[config.mk]
export PLATFORM = sky130hd
export DESIGN_NAME = title_menu_ctrl
export DESIGN_NICKNAME = d
export VERILOG_FILES = /design/src/rtl/title_menu_pkg.sv /design/src/rtl/title_menu_ctrl_btn_debounce.sv /design/src/rtl/title_menu_ctrl.sv
export SDC_FILE = /design/constraint.sdc
export NUM_CORES = 1
export LEC_CHECK = 0
export ABC_CLOCK_PERIOD_IN_PS = 4600
export CAP_MARGIN = 25
export CORE_MARGIN = 5
export CORE_UTILIZATION = 64
export DETAILED_ROUTE_END_ITERATION = 8
export GPL_TIMING_DRIVEN = 0
export PLACE_DENSITY = 0.9
export SLEW_MARGIN = 20
export SYNTH_ARGS = -nofsm -noshare
export SYNTH_HDL_FRONTEND = slang
export SYNTH_SLANG_ARGS = --single-unit
export TNS_END_PERCENT = 10
[constraint.sdc]
create_clock -name clk_pix -period 4.6 [get_ports clk_pix]
set_input_delay 0.92 -clock clk_pix [delete_from_list [all_inputs] [get_ports clk_pix]]
set_output_delay 0.92 -clock clk_pix [all_outputs]
set_load 0.01 [all_outputs]
[src/rtl/title_menu_pkg.sv]
// Shared types and defaults for the title-menu controller.
package title_menu_pkg;

    typedef enum logic [1:0] {IDLE, HOLD, REPEAT} menu_state_t;
    typedef enum logic {DIR_DN, DIR_UP} menu_dir_t;

    localparam int DB_CYC_DEF = 750000;

endpackage

[src/rtl/title_menu_ctrl_btn_debounce.sv]
// Button conditioner: 2-flop synchroniser followed by a stable-level counter.
module btn_debounce
    import title_menu_pkg::*;
#(
    parameter int DB_CYC = DB_CYC_DEF
) (
    input  logic clk_pix,
    input  logic rst_n,
    input  logic btn,
    output logic lvl
);

    localparam int CW = $clog2(DB_CYC + 1);

    logic          sync_p0;
    logic          sync_p1;
    logic [CW-1:0] cnt;

    // Counter only runs while the synchronised level disagrees with the accepted one,
    // so any bounce back to the old level restarts the count.
    always_ff @(posedge clk_pix or negedge rst_n) begin
        if (!rst_n) begin
            sync_p0 <= 1'b0;
            sync_p1 <= 1'b0;
            lvl     <= 1'b0;
            cnt     <= '0;
        end else begin
            sync_p0 <= btn;
            sync_p1 <= sync_p0;
            if (sync_p1 == lvl) begin
                cnt <= '0;
            end else if (cnt == CW'(DB_CYC - 1)) begin
                lvl <= sync_p1;
                cnt <= '0;
            end else begin
                cnt <= cnt + 1'b1;
            end
        end
    end

endmodule

[src/rtl/title_menu_ctrl.sv]
// Title selection controller: debounced up/down buttons step a wrapping index at frame start.
// Optional auto-repeat while a button is held is enabled by defining AUTO_REPEAT_EN.
module title_menu_ctrl
    import title_menu_pkg::*;
#(
    parameter int N_TITLES = 3,
    parameter int DB_CYC   = DB_CYC_DEF,
`ifdef AUTO_REPEAT_EN
    parameter int RPT_DELAY = 30,
    parameter int RPT_RATE  = 8,
`endif
    localparam int IDXW = $clog2(N_TITLES)
) (
    input  logic            clk_pix,
    input  logic            rst_pix_n,
    input  logic            btnu,
    input  logic            btnd,
    input  logic            frame,
    output logic [IDXW-1:0] idx,
    output logic            sel_stb,
    output logic            pend
);

    function automatic logic [IDXW-1:0] step_idx(input logic [IDXW-1:0] cur, input menu_dir_t d);
        if (d == DIR_UP) return (cur == IDXW'(N_TITLES - 1)) ? '0 : cur + 1'b1;
        else             return (cur == '0) ? IDXW'(N_TITLES - 1) : cur - 1'b1;
    endfunction

    logic [1:0]  rst_sync;
    logic        rst_n;
    logic        dbu, dbd;
    logic        dbu_q, dbd_q;
    logic        rise_u, rise_d;
    logic        ev;
    menu_dir_t   ev_dir;
    menu_state_t state, state_nxt;
    menu_dir_t   hold_dir, hold_dir_nxt;
    menu_dir_t   q_dir, pend_dir;
    logic        q_set;
    logic        held_lvl;

    // Reset asserts immediately but releases on a clock edge.
    always_ff @(posedge clk_pix or negedge rst_pix_n) begin
        if (!rst_pix_n) rst_sync <= 2'b00;
        else            rst_sync <= {rst_sync[0], 1'b1};
    end
    assign rst_n = rst_sync[1];

    btn_debounce #(.DB_CYC(DB_CYC)) u_db_up (.clk_pix(clk_pix), .rst_n(rst_n), .btn(btnu), .lvl(dbu));
    btn_debounce #(.DB_CYC(DB_CYC)) u_db_dn (.clk_pix(clk_pix), .rst_n(rst_n), .btn(btnd), .lvl(dbd));

    assign rise_u   = dbu & ~dbu_q;
    assign rise_d   = dbd & ~dbd_q;
    assign ev       = (rise_u & ~dbd) | (rise_d & ~dbu);
    assign ev_dir   = (rise_u & ~dbd) ? DIR_UP : DIR_DN;
    assign held_lvl = (hold_dir == DIR_UP) ? dbu : dbd;

`ifdef AUTO_REPEAT_EN
    localparam int RPT_MAX = (RPT_DELAY > RPT_RATE) ? RPT_DELAY : RPT_RATE;
    localparam int FCW     = $clog2(RPT_MAX + 1);
    logic [FCW-1:0] fcnt, fcnt_nxt;
`endif

    always_ff @(posedge clk_pix or negedge rst_n) begin
        if (!rst_n) begin
            state    <= IDLE;
            hold_dir <= DIR_DN;
            dbu_q    <= 1'b0;
            dbd_q    <= 1'b0;
`ifdef AUTO_REPEAT_EN
            fcnt     <= '0;
`endif
        end else begin
            state    <= state_nxt;
            hold_dir <= hold_dir_nxt;
            dbu_q    <= dbu;
            dbd_q    <= dbd;
`ifdef AUTO_REPEAT_EN
            fcnt     <= fcnt_nxt;
`endif
        end
    end

    // Both buttons down overrides everything; a fresh press always (re)enters HOLD.
    always_comb begin
        state_nxt    = state;
        hold_dir_nxt = hold_dir;
        q_set        = 1'b0;
        q_dir        = hold_dir;
`ifdef AUTO_REPEAT_EN
        fcnt_nxt     = fcnt;
`endif
        if (dbu && dbd) begin
            state_nxt = IDLE;
`ifdef AUTO_REPEAT_EN
            fcnt_nxt  = '0;
`endif
        end else if (ev) begin
            state_nxt    = HOLD;
            hold_dir_nxt = ev_dir;
            q_set        = 1'b1;
            q_dir        = ev_dir;
`ifdef AUTO_REPEAT_EN
            fcnt_nxt     = '0;
`endif
        end else begin
            case (state)
                HOLD: begin
                    if (!held_lvl) begin
                        state_nxt = IDLE;
`ifdef AUTO_REPEAT_EN
                        fcnt_nxt  = '0;
                    end else if (frame) begin
                        if (fcnt == FCW'(RPT_DELAY - 1)) begin
                            state_nxt = REPEAT;
                            q_set     = 1'b1;
                            fcnt_nxt  = '0;
                        end else begin
                            fcnt_nxt = fcnt + 1'b1;
                        end
`endif
                    end
                end
`ifdef AUTO_REPEAT_EN
                REPEAT: begin
                    if (!held_lvl) begin
                        state_nxt = IDLE;
                        fcnt_nxt  = '0;
                    end else if (frame) begin
                        if (fcnt == FCW'(RPT_RATE - 1)) begin
                            q_set    = 1'b1;
                            fcnt_nxt = '0;
                        end else begin
                            fcnt_nxt = fcnt + 1'b1;
                        end
                    end
                end
`endif
                default: ;
            endcase
        end
    end

    // One-entry step queue; a step queued on a frame cycle waits for the following frame.
    always_ff @(posedge clk_pix or negedge rst_n) begin
        if (!rst_n) begin
            idx      <= '0;
            sel_stb  <= 1'b0;
            pend     <= 1'b0;
            pend_dir <= DIR_DN;
        end else begin
            sel_stb <= frame & pend;
            if (frame && pend) idx <= step_idx(idx, pend_dir);
            if (q_set) begin
                pend     <= 1'b1;
                pend_dir <= q_dir;
            end else if (frame) begin
                pend <= 1'b0;
            end
        end
    end

endmodule

* Yosys cells after proc, flatten, opt, wreduce, memory -nomap -nowiden
Index checks and enable logic that the tools add are counted.
** Word-level totals
- Flip-flop bits (word level) :: 56
- Input bits :: 5
- Output and inout port bits :: 4
- Logic and storage cells :: 57
** Operators by class
- $add $sub $neg :: 4
- Eq/ne operators :: 5
- Muxes and demuxes :: 14
- Bitwise operators :: 12
- Reduce and logical (&&, ||, !) cells :: 6
** Operators by type and width (count)
- 20-bit 2-to-1 mux :: 4
- 20-bit by 1-bit adder with 20-bit output, second input constant :: 2
- 20-bit == test, second input constant :: 2
- 1-bit 2-to-1 mux :: 7
- 2-bit 2-to-1 mux :: 3
- 1-bit inverter :: 6
- 1-bit bitwise AND :: 5
- 2-bit AND reduction :: 2
- 2-bit by 1-bit adder with 2-bit output, second input constant :: 1
- 1-bit == test :: 2
- 2-bit == test, second input constant :: 1
- 1-bit logical AND :: 2
- 2-bit zero test :: 1
- 2-bit nonzero test :: 1
- 2-bit by 1-bit subtractor with 2-bit output, second input constant :: 1
- 1-bit bitwise OR :: 1

* Longest topological paths before layout
Gate-level depths: netlist (run 1).
- Depth after elaboration :: 7
- Mapped depth :: 6
- Depth with buffers taken out :: 5

* Modules after synthesis
Synthesis (run 1) repeated with hierarchy kept, for this count alone.
** Unflattened totals
- Cells, all modules :: 254
- Area, all modules :: 2607.5 um^2
** By module, submodules not included
- btn_debounce at u_db_dn :: instances 1, cells an instance 111, area each 1118.6 um^2, sequential area each 575.6 um^2
- btn_debounce at u_db_up :: instances 1, cells an instance 113, area each 1118.6 um^2, sequential area each 575.6 um^2
- title_menu_ctrl :: instances 1, cells an instance 30, area each 370.4 um^2, sequential area each 225.2 um^2

* Worst setup path after synthesis (run 1)
No wires, ideal clock.
- Path type :: register to register
- Start point :: register u_db_dn.cnt[5]
- End point :: register u_db_dn.cnt[19]
- Library setup time :: 0.078 ns
- Arrival :: 1.760 ns
- Data required time :: 4.522 ns
- Setup slack :: 2.762 ns
- Cell stages (with the launch flop) :: 6
- Path buffers :: 1
- Clock period less this slack :: 1.838 ns
- Cell sequence :: dfrtp_1 -> nand4_2 -> or4_1 -> buf_2 -> or4_1 -> a21oi_1
** Between the ends
- Word-level cells in the longest chain between the ends :: 3
- Elaborated cells on any way between the ends :: 4
- Those cells by class :: add/sub (1); eq/ne (1); mux (2)
** Ends and longest elaborated chain
- start: declaration :: RTL line title_menu_ctrl_btn_debounce.sv:17 : logic [CW-1:0] cnt;
- start signal: assignment :: RTL line title_menu_ctrl_btn_debounce.sv:36 : cnt <= cnt + 1'b1;
- 20-bit by 1-bit adder with 20-bit output or 20-bit == test (tied branches) :: RTL line title_menu_ctrl_btn_debounce.sv:36, title_menu_ctrl_btn_debounce.sv:32
- 20-bit 2-to-1 mux (*) :: RTL line title_menu_ctrl_btn_debounce.sv:32 : end else if (cnt == CW'(DB_CYC - 1)) begin
- 20-bit 2-to-1 mux (*) :: RTL line title_menu_ctrl_btn_debounce.sv:30 : if (sync_p1 == lvl) begin
Mark *: on every way between the ends. The rest lies on a longest branch, timed or not.
A chain may end at the register's enable or synchronous reset.

* Worst setup path after layout (run 1)
- Start point :: register u_db_up.cnt[0]
- End point :: register u_db_up.cnt[14]
** Between the ends
- Word-level cells in the longest chain between the ends :: 3
- Elaborated cells on any way between the ends :: 4
- Those cells by class :: add/sub (1); eq/ne (1); mux (2)
** Ends and longest elaborated chain (RTL line)
- start: declaration :: title_menu_ctrl_btn_debounce.sv:17
- start signal: assignment :: title_menu_ctrl_btn_debounce.sv:36
- 20-bit by 1-bit adder with 20-bit output or 20-bit == test (tied branches) :: title_menu_ctrl_btn_debounce.sv:36, title_menu_ctrl_btn_debounce.sv:32
- 20-bit 2-to-1 mux (*) :: title_menu_ctrl_btn_debounce.sv:32
- 20-bit 2-to-1 mux (*) :: title_menu_ctrl_btn_debounce.sv:30
Marks and branches as above.

==> results.md, run 1 <==
- CP Max Fanout: 10
- R2R Path End: u_db_up.cnt[14]
- Final TNS setup: 0 ps
- Max Freq: 440.0 MHz
- Routed Antenna Nets: 0
- Root Buffer: clkbuf_8
- Core area: between 3000 and 4000 µm²
- Max-slew violation count: 0
- Total setup buffers inserted after CTS: 0
- GRT Total Usage: 19.82%
- Hpwl dp: 3.382 mm
- Relative slew margins: 53.32%
- CTS max path bufs: 2
- DRT Pass-1 Iters: 4
- Cts bufs inserted: 5
- Final setup fails: 0
- Worst vdd ir: 0.0002533 V
- Final Hold Vio Count: 0
- Worst r2r path cells: 5
- Clock sinks: 55
- Post-CTS sizing: 0
- Pwr/cell area: 289.3 nW/µm²
- Status: completed
- Area Growth Syn to Fin: 9.798%
- Unrepaired setup endpoints after global routing: false
- Worst setup endpoint: u_db_up.cnt[14]
- Crit. End Element: register
- Final critical-path required period: 2273 ps
- Number of vias per cell: 5.813
- Worst r2r src: u_db_up.cnt[0]
- Die ar.: 5330 µm²
- Syn Area/Cell: 10.21 µm²
- Slowest stage delay, CP: 680 ps
- Worst endpoint required time: 4790 ps
- Rows: 23
- DRT Wirelength: 4.620 mm
- Critical path arrival: 2460 ps
- # DRC: 0
- Slew @ Worst Pin: 695.5 ps
- CTS tree: yes
- 1st-iter DRT viols: 140
- Final Instance Area: 2790 µm²
- Setup CP Type: register to register
- # hold bufs at CTS: 0
- Clock slew at reported path FFs: 90 ps
- Fill cell count: 313
- Largest net degree at the start of global routing: 31
- Async set or reset register ratio after synthesis: 100.0%
- Routability cong.: 0.8228
- Area of the mapped netlist: 2541 µm²
- Worst reg-to-reg setup slack: 2330 ps
- Post-synth EDFFs: 0
- Worst Setup SP: u_db_up.cnt[0]
- First-pass GRT wire length: 8.162 mm
- Max-Cap Viols: 0
- I/O Pins: 9
- Hold Path Class: register to async pin
- Leakage: ~1.1 nW
- DR vias: 1,837
- Final period util: 49.40%
- Starting Density: roughly two thirds
- Cells along the critical path: ha_1, nand4_1, o21ai_1, clkbuf_1, nor2_1
- Nets: 275
- Gate Count Post-Synth: 249
- Total grt overflow: 0
- Vias in the first global route: 1,873
- Ant. Diodes: 0
- Share of post-route cells with drive strength above 1: 6.767%
- Top_reg_cell synth: dfrtp_1
- Syn nets: 259
- Distinct cell type count after synthesis: 36
- Die X: 73.01 µm
- Placed cell area: 2705 µm²
- Wire per inst: between 10 and 15 µm
- Seq/Total Area, Yosys: a little over half
- Port Buf Inserts: 8
- #FFs+latches synth: 55
- Clock latency on the worst-skew pair: 310 ps
- Htree depth: 2
- CP startpoint kind: register
- Die H: 73.01 µm
- WHS: roughly 250 ps
- Synth warn: 0
- Initial antenna violation count: 0
- Crit path max-delay cell type: o21ai_1
- Final Skew: 7.143 ps
==> per-stage QoR <==
| stage | total power, W | worst slack [ps] | utilization [%] | instances |
|---|---|---|---|---|
| 2_1_floorplan | 0.0005380 | 2762 | - | 249 |
| 3_3_place_gp | 0.0005546 | 2384 | 68.57 | 307 |
| 3_5_place_dp | 0.0005610 | 2331 | 69.12 | 308 |
| 4_1_cts | 0.0008173 | 2321 | 71.29 | 316 |
| 5_1_grt | 0.0008458 | 2115 | 71.29 | 316 |
| 6_report | 0.0008071 | 2327 | 71.29 | 316 |
==> metal layers <==
layer | wire [µm] | up-vias | track usage [%]
li1 | - | 896 | -
met1 | 2126 | 901 | 26.15
met2 | 2233 | 34 | 31.78
met3 | 208 | 6 | 5.372
met4 | 51 | 0 | 6.352
met5 | 0 | - | 0
==> kinds of logic after synthesis <==
kind of cell	after synthesis	share of synthesized area, %
compound gates	32	7.238
simple gates	109	22.85
mux	3	1.280
other cells	1	0.1476
fa+ha+maj	5	2.462
buf+inv	17	2.560
xor+xnor	27	9.306
flops	55	54.16
==> area by class of cell <==
type | instances | area (µm²) | area share (%)
Clock inverter | 2 | 12.51 | 0.4484
Inverter | 13 | 48.80 | 1.749
Timing Repair Buffer | 9 | 100.1 | 3.587
Clock buffer | 6 | 72.57 | 2.601
Sequential cell | 55 | 1378 | 49.37
Multi-Input combinational cell | 177 | 1100 | 39.42
Buffer | 4 | 16.27 | 0.5830
Tap cell | 50 | 62.56 | 2.242
==> synthesized netlist by cell type (all sizes together) (4+ instances only) <==
| master | n | share of area [%] |
|---|---|---|
| dfrtp | 55 | 54 |
| nor2 | 36 | 5.3 |
| xnor2 | 18 | 6.2 |
| o21ai | 14 | 2.9 |
| inv | 13 | 1.9 |
| nand2 | 12 | 1.8 |
| nand4 | 12 | 3.2 |
| a21oi | 11 | 2.2 |
| nand3 | 10 | 2.0 |
| or3 | 9 | 2.3 |
| xor2 | 9 | 3.1 |
| nor4 | 6 | 1.5 |
| ha | 5 | 2.5 |
| or4 | 5 | 1.5 |
| nor3 | 4 | 0.79 |
| o31ai | 4 | 1.2 |
==> sequential cells by signal (all words and copies together), names as in the netlist <==
name	cells
dbd_q	1
dbu_q	1
idx	2
pend	1
pend_dir	1
rst_sync	2
sel_stb	1
u_db_dn.cnt	20
u_db_dn.lvl	1
u_db_dn.sync_p0	1
u_db_dn.sync_p1	1
u_db_up.cnt	20
u_db_up.lvl	1
u_db_up.sync_p0	1
u_db_up.sync_p1	1
==> worst min path at each step <==
stage          cells past startpoint         endpoint  slack [ps]             from
2_1_floorplan                      0      rst_sync[1]         330      rst_sync[0]
3_3_place_gp                       0  u_db_up.sync_p1         330  u_db_up.sync_p0
3_5_place_dp                       0  u_db_dn.sync_p0         270      rst_sync[1]
4_1_cts                            0  u_db_up.cnt[15]         270      rst_sync[1]
5_1_grt                            0  u_db_up.cnt[15]         310      rst_sync[1]
6_report                           0  u_db_up.cnt[15]         250      rst_sync[1]
==> worst max-delay path: cells and delay by family (launching register included) <==
family                     cells  cell delay (ps)
and+or+nand+nor                2              420
DFF                            1              400
buffers and inverters          1              420
AOI/OAI and AO/OA              1              680
adders and majority gates      1              220
==> cells in the final DEF (no fill, tap or decap), types with 5 or more instances in the layout <==
master           count
xnor2_1             18
dfrtp_1             54
nor2_1              36
nand3_1             10
xor2_1               9
nor4_1               6
clkbuf_8             5
or4_1                5
clkdlybuf4s50_1      8
o21ai_0             12
inv_1               13
ha_1                 5
a21oi_1             11
nand2_1             12
nand4_1             11
or3_1                7
==> power breakdown <==
part | internal [W] | switching (W) | total, W
clock | 0.000107 | 0.000151 | 0.000257
sequential | 0.000493 | 0.0000126 | 0.000506
combinational | 0.0000196 | 0.0000248 | 0.0000445
total | 0.000619 | 0.000188 | 0.000807
(Power assumes the default switching activity.)
==> run 2: changes to the inputs <==
ABC_CLOCK_PERIOD_IN_PS = 2330   (was 4600)
CORE_UTILIZATION = 60   (was 64)
PLACE_DENSITY = 0.85   (was 0.9)
clock period = 2.33 ns   (was 4.6 ns; I/O delays follow)
==> run 2 against run 1 <==
  * Worst setup slack lost 2200 ps
  * Register-to-register slack worse by 2200 ps
  * Global-route usage shrank 0.49 points
  * Largest power group unchanged
  * Highest routed layer unchanged
  * Utilization down 1.6 points
  * Non-clock buffer count shrank 1
==> results.md, run 2 (same netlist as run 1, synthesis figures left out) <==
- Worst r2r src: u_db_up.cnt[0] (unchanged)
- Max-slew violation count: 0 (unchanged)
- Routed Antenna Nets: 0 (unchanged)
- Share of post-route cells with drive strength above 1: 7.170% (was 6.767%)
- Area Growth Syn to Fin: 11.28% (was 9.798%)
- Status: completed (unchanged)
- DRT Wirelength: 4.696 mm (was 4.620 mm)
- Final setup fails: 0 (unchanged)
- I/O Pins: 9 (unchanged)
- Most frequent cells in the layout: dfrtp_1, nor2_1, xnor2_1 (unchanged)
- Commonest non-fill, non-tap cell in the layout: dfrtp_1 (unchanged)
- # hold bufs at CTS: 0 (unchanged)
- WHS: 305.7 ps (was 247.1 ps)
- Die ar.: 5637 µm² (was 5330 µm²)
- Dpl cells: 307 (was 308)
- Slew @ Worst Pin: 647.9 ps (was 695.5 ps)
- Die X: 75.08 µm (was 73.01 µm)
- Comb pwr share: 4.1% (was 5.5%)
- Final period util: 93.08% (was 49.40%)
- DR vias: 1,878 (was 1,837)
- # DRC: 0 (unchanged)
- Wire per inst: 14.91 µm (was 14.62 µm)
- Hold Path Class: input port to async pin (was register to async pin)
- Rows: 23 (unchanged)
- Clock power frac: 40.8% (was 31.9%)
- Slowest stage delay, CP: 540 ps (was 680 ps)
- 1st-iter DRT viols: 119 (was 140)
- Clock sinks: 55 (unchanged)
- Clock slew at reported path FFs: 90 ps (about the same)
- Hpwl dp: 3.037 mm (was 3.382 mm)
- Cts bufs inserted: 5 (unchanged)
- Met2 Track Usage GR: 29.69% (was 31.78%)
- Nets: 274 (was 275)
- Met3 Track Usage GR: 3.204% (was 5.372%)
- Worst vdd ir: 0.0005500 V (was 0.0002533 V)
- Final cell count without fillers: 315 (was 316)
- Vias in the first global route: 1,805 (was 1,873)
- Final critical-path required period: 2169 ps (was 2273 ps)
- CP startpoint kind: register (unchanged)
- GRT Total Usage: 19.33% (was 19.82%)
- Relative slew margins: 56.81% (was 53.32%)
- CP Max Fanout: 10 (unchanged)
- Pwr/cell area: 645.4 nW/µm² (was 289.3 nW/µm²)
- Starting Density: 62.63% (was 64.93%)
- Routability cong.: 0.8086 (was 0.8228)
- Worst r2r path cells: 5 (unchanged)
- Max-Cap Viols: 0 (unchanged)
- DRT Pass-1 Iters: 5 (was 4)
- Net Sw Frac: 21.26% (was 23.29%)
- Top Registers: u_db_dn.cnt x20, u_db_up.cnt x20 (unchanged)
- Htree depth: 2 (unchanged)
- Crit path max-delay cell type: o21ai_2 (was o21ai_1)
- Util after Layout: 69.69% (was 71.29%)
- Worst endpoint required time: 2510 ps (was 4790 ps)
- Met1 Use GR: 26.88% (was 26.15%)
- Initial antenna violation count: 0 (unchanged)
- CTS max path bufs: 2 (unchanged)
- Setup CP Type: register to register (unchanged)
- Total grt overflow: 0 (unchanged)
- Worst reg-to-reg setup slack: 160 ps (was 2330 ps)
- Port Buf Inserts: 8 (unchanged)
- Largest net degree at the start of global routing: 54 (was 31)
- R2R Path End: u_db_up.cnt[8] (was u_db_up.cnt[14])
- Total setup buffers inserted after CTS: 0 (unchanged)
- Final Skew: 11.44 ps (was 7.143 ps)
- Post-CTS sizing: 0 (unchanged)
- First-pass GRT wire length: 8.217 mm (was 8.162 mm)
- Cells along the critical path: ha_1, nand4_1, o21ai_2, clkbuf_1, nor2_1 (was ha_1, nand4_1, o21ai_1, clkbuf_1, nor2_1)
- Final TNS setup: 0 ps (unchanged)
- Ant. Diodes: 0 (unchanged)
- Internal: 0.001437 W (was 0.0006192 W)
- Critical path arrival: 2350 ps (was 2460 ps)
- Root Buffer: clkbuf_8 (unchanged)
- Leakage: 1.163 nW (was 1.148 nW)
- Core area: 4058 µm² (was 3914 µm²)
- CTS tree: yes (unchanged)
- Die H: 75.08 µm (was 73.01 µm)
- Flop pwr share: 55.1% (was 62.6%)
- Unrepaired setup endpoints after global routing: false (unchanged)
- Final Hold Vio Count: 0 (unchanged)
- Crit. End Element: register (unchanged)
- Clock latency on the worst-skew pair: 320 ps (was 310 ps)
- Number of vias per cell: 5.962 (was 5.813)
- Net switching power: 0.0003880 W (was 0.0001879 W)
- GRT Max-Usage Layer: met2 (unchanged)
- Max Freq: 461.1 MHz (was 440.0 MHz)
## run 2: cell count changes in the layout (fill, tap and decap cells not counted)
cell       previous run  this run
o21ai_2               1         2
o21ai_1               1         0
buf_12                1         0
clkinv_2              1         0
dfrtp_4               0         1
clkbuf_1              4         3
bufinv_16             0         2
dfrtp_2               1         0
## run 2: worst max-delay path by stage
stage / startpoint / to / cells past startpoint
finish: u_db_up.cnt[0] / u_db_up.cnt[8] / 5
floorplan: u_db_dn.cnt[5] / u_db_dn.cnt[19] / 5
detailed placement: u_db_up.cnt[0] / u_db_up.cnt[8] / 5
CTS: u_db_up.cnt[0] / u_db_up.cnt[8] / 5
global route: u_db_up.cnt[0] / u_db_up.cnt[11] / 5
global placement: u_db_up.cnt[0] / u_db_up.cnt[9] / 5
## run 2: power by group through the flow
stage	logic, W	registers (W)	clock network, W
detailed placement	0.0000742	0.00103	0
global placement	0.0000704	0.00102	0
CTS	0.0000753	0.00101	0.000754
finish	0.0000744	0.00101	0.000744
floorplan	0.0000413	0.00102	0
global route	0.0000864	0.00101	0.000790
## run 2: layout make-up
type / instances / area [µm²]
Tap cell: 50 / 62.56
Fill cell: 310 / 1230
Multi-Input combinational cell: 177 / 1104
Clock buffer: 5 / 68.82
Timing Repair Buffer: 8 / 80.08
Clock inverter: 3 / 67.56
Sequential cell: 55 / 1380
Inverter: 13 / 48.80
Buffer: 4 / 16.27
## run 2: critical path: cells and delay by family (launching register included)
family / cells / cell delay (ps)
compound gates: 1 / 540
buf+inv: 1 / 410
simple gates: 2 / 480
flops: 1 / 400
fa+ha+maj: 1 / 220
## run 2: metrics by stage
step	instance area (µm²)	worst slack (ps)	total power (W)
after CTS	2824	25.63	0.001837
after global routing	2828	35.09	0.001889
after detailed placement	2688	4.155	0.001101
after floorplan	2541	492.1	0.001062
final	2828	161.3	0.001825
after global placement	2684	76.39	0.001095
## run 2: routing by layer
metal | vias up | wire length [µm]
met5 | - | 0
met3 | 11 | 209
met1 | 918 | 2204
li1 | 900 | -
met4 | 0 | 106
met2 | 49 | 2176
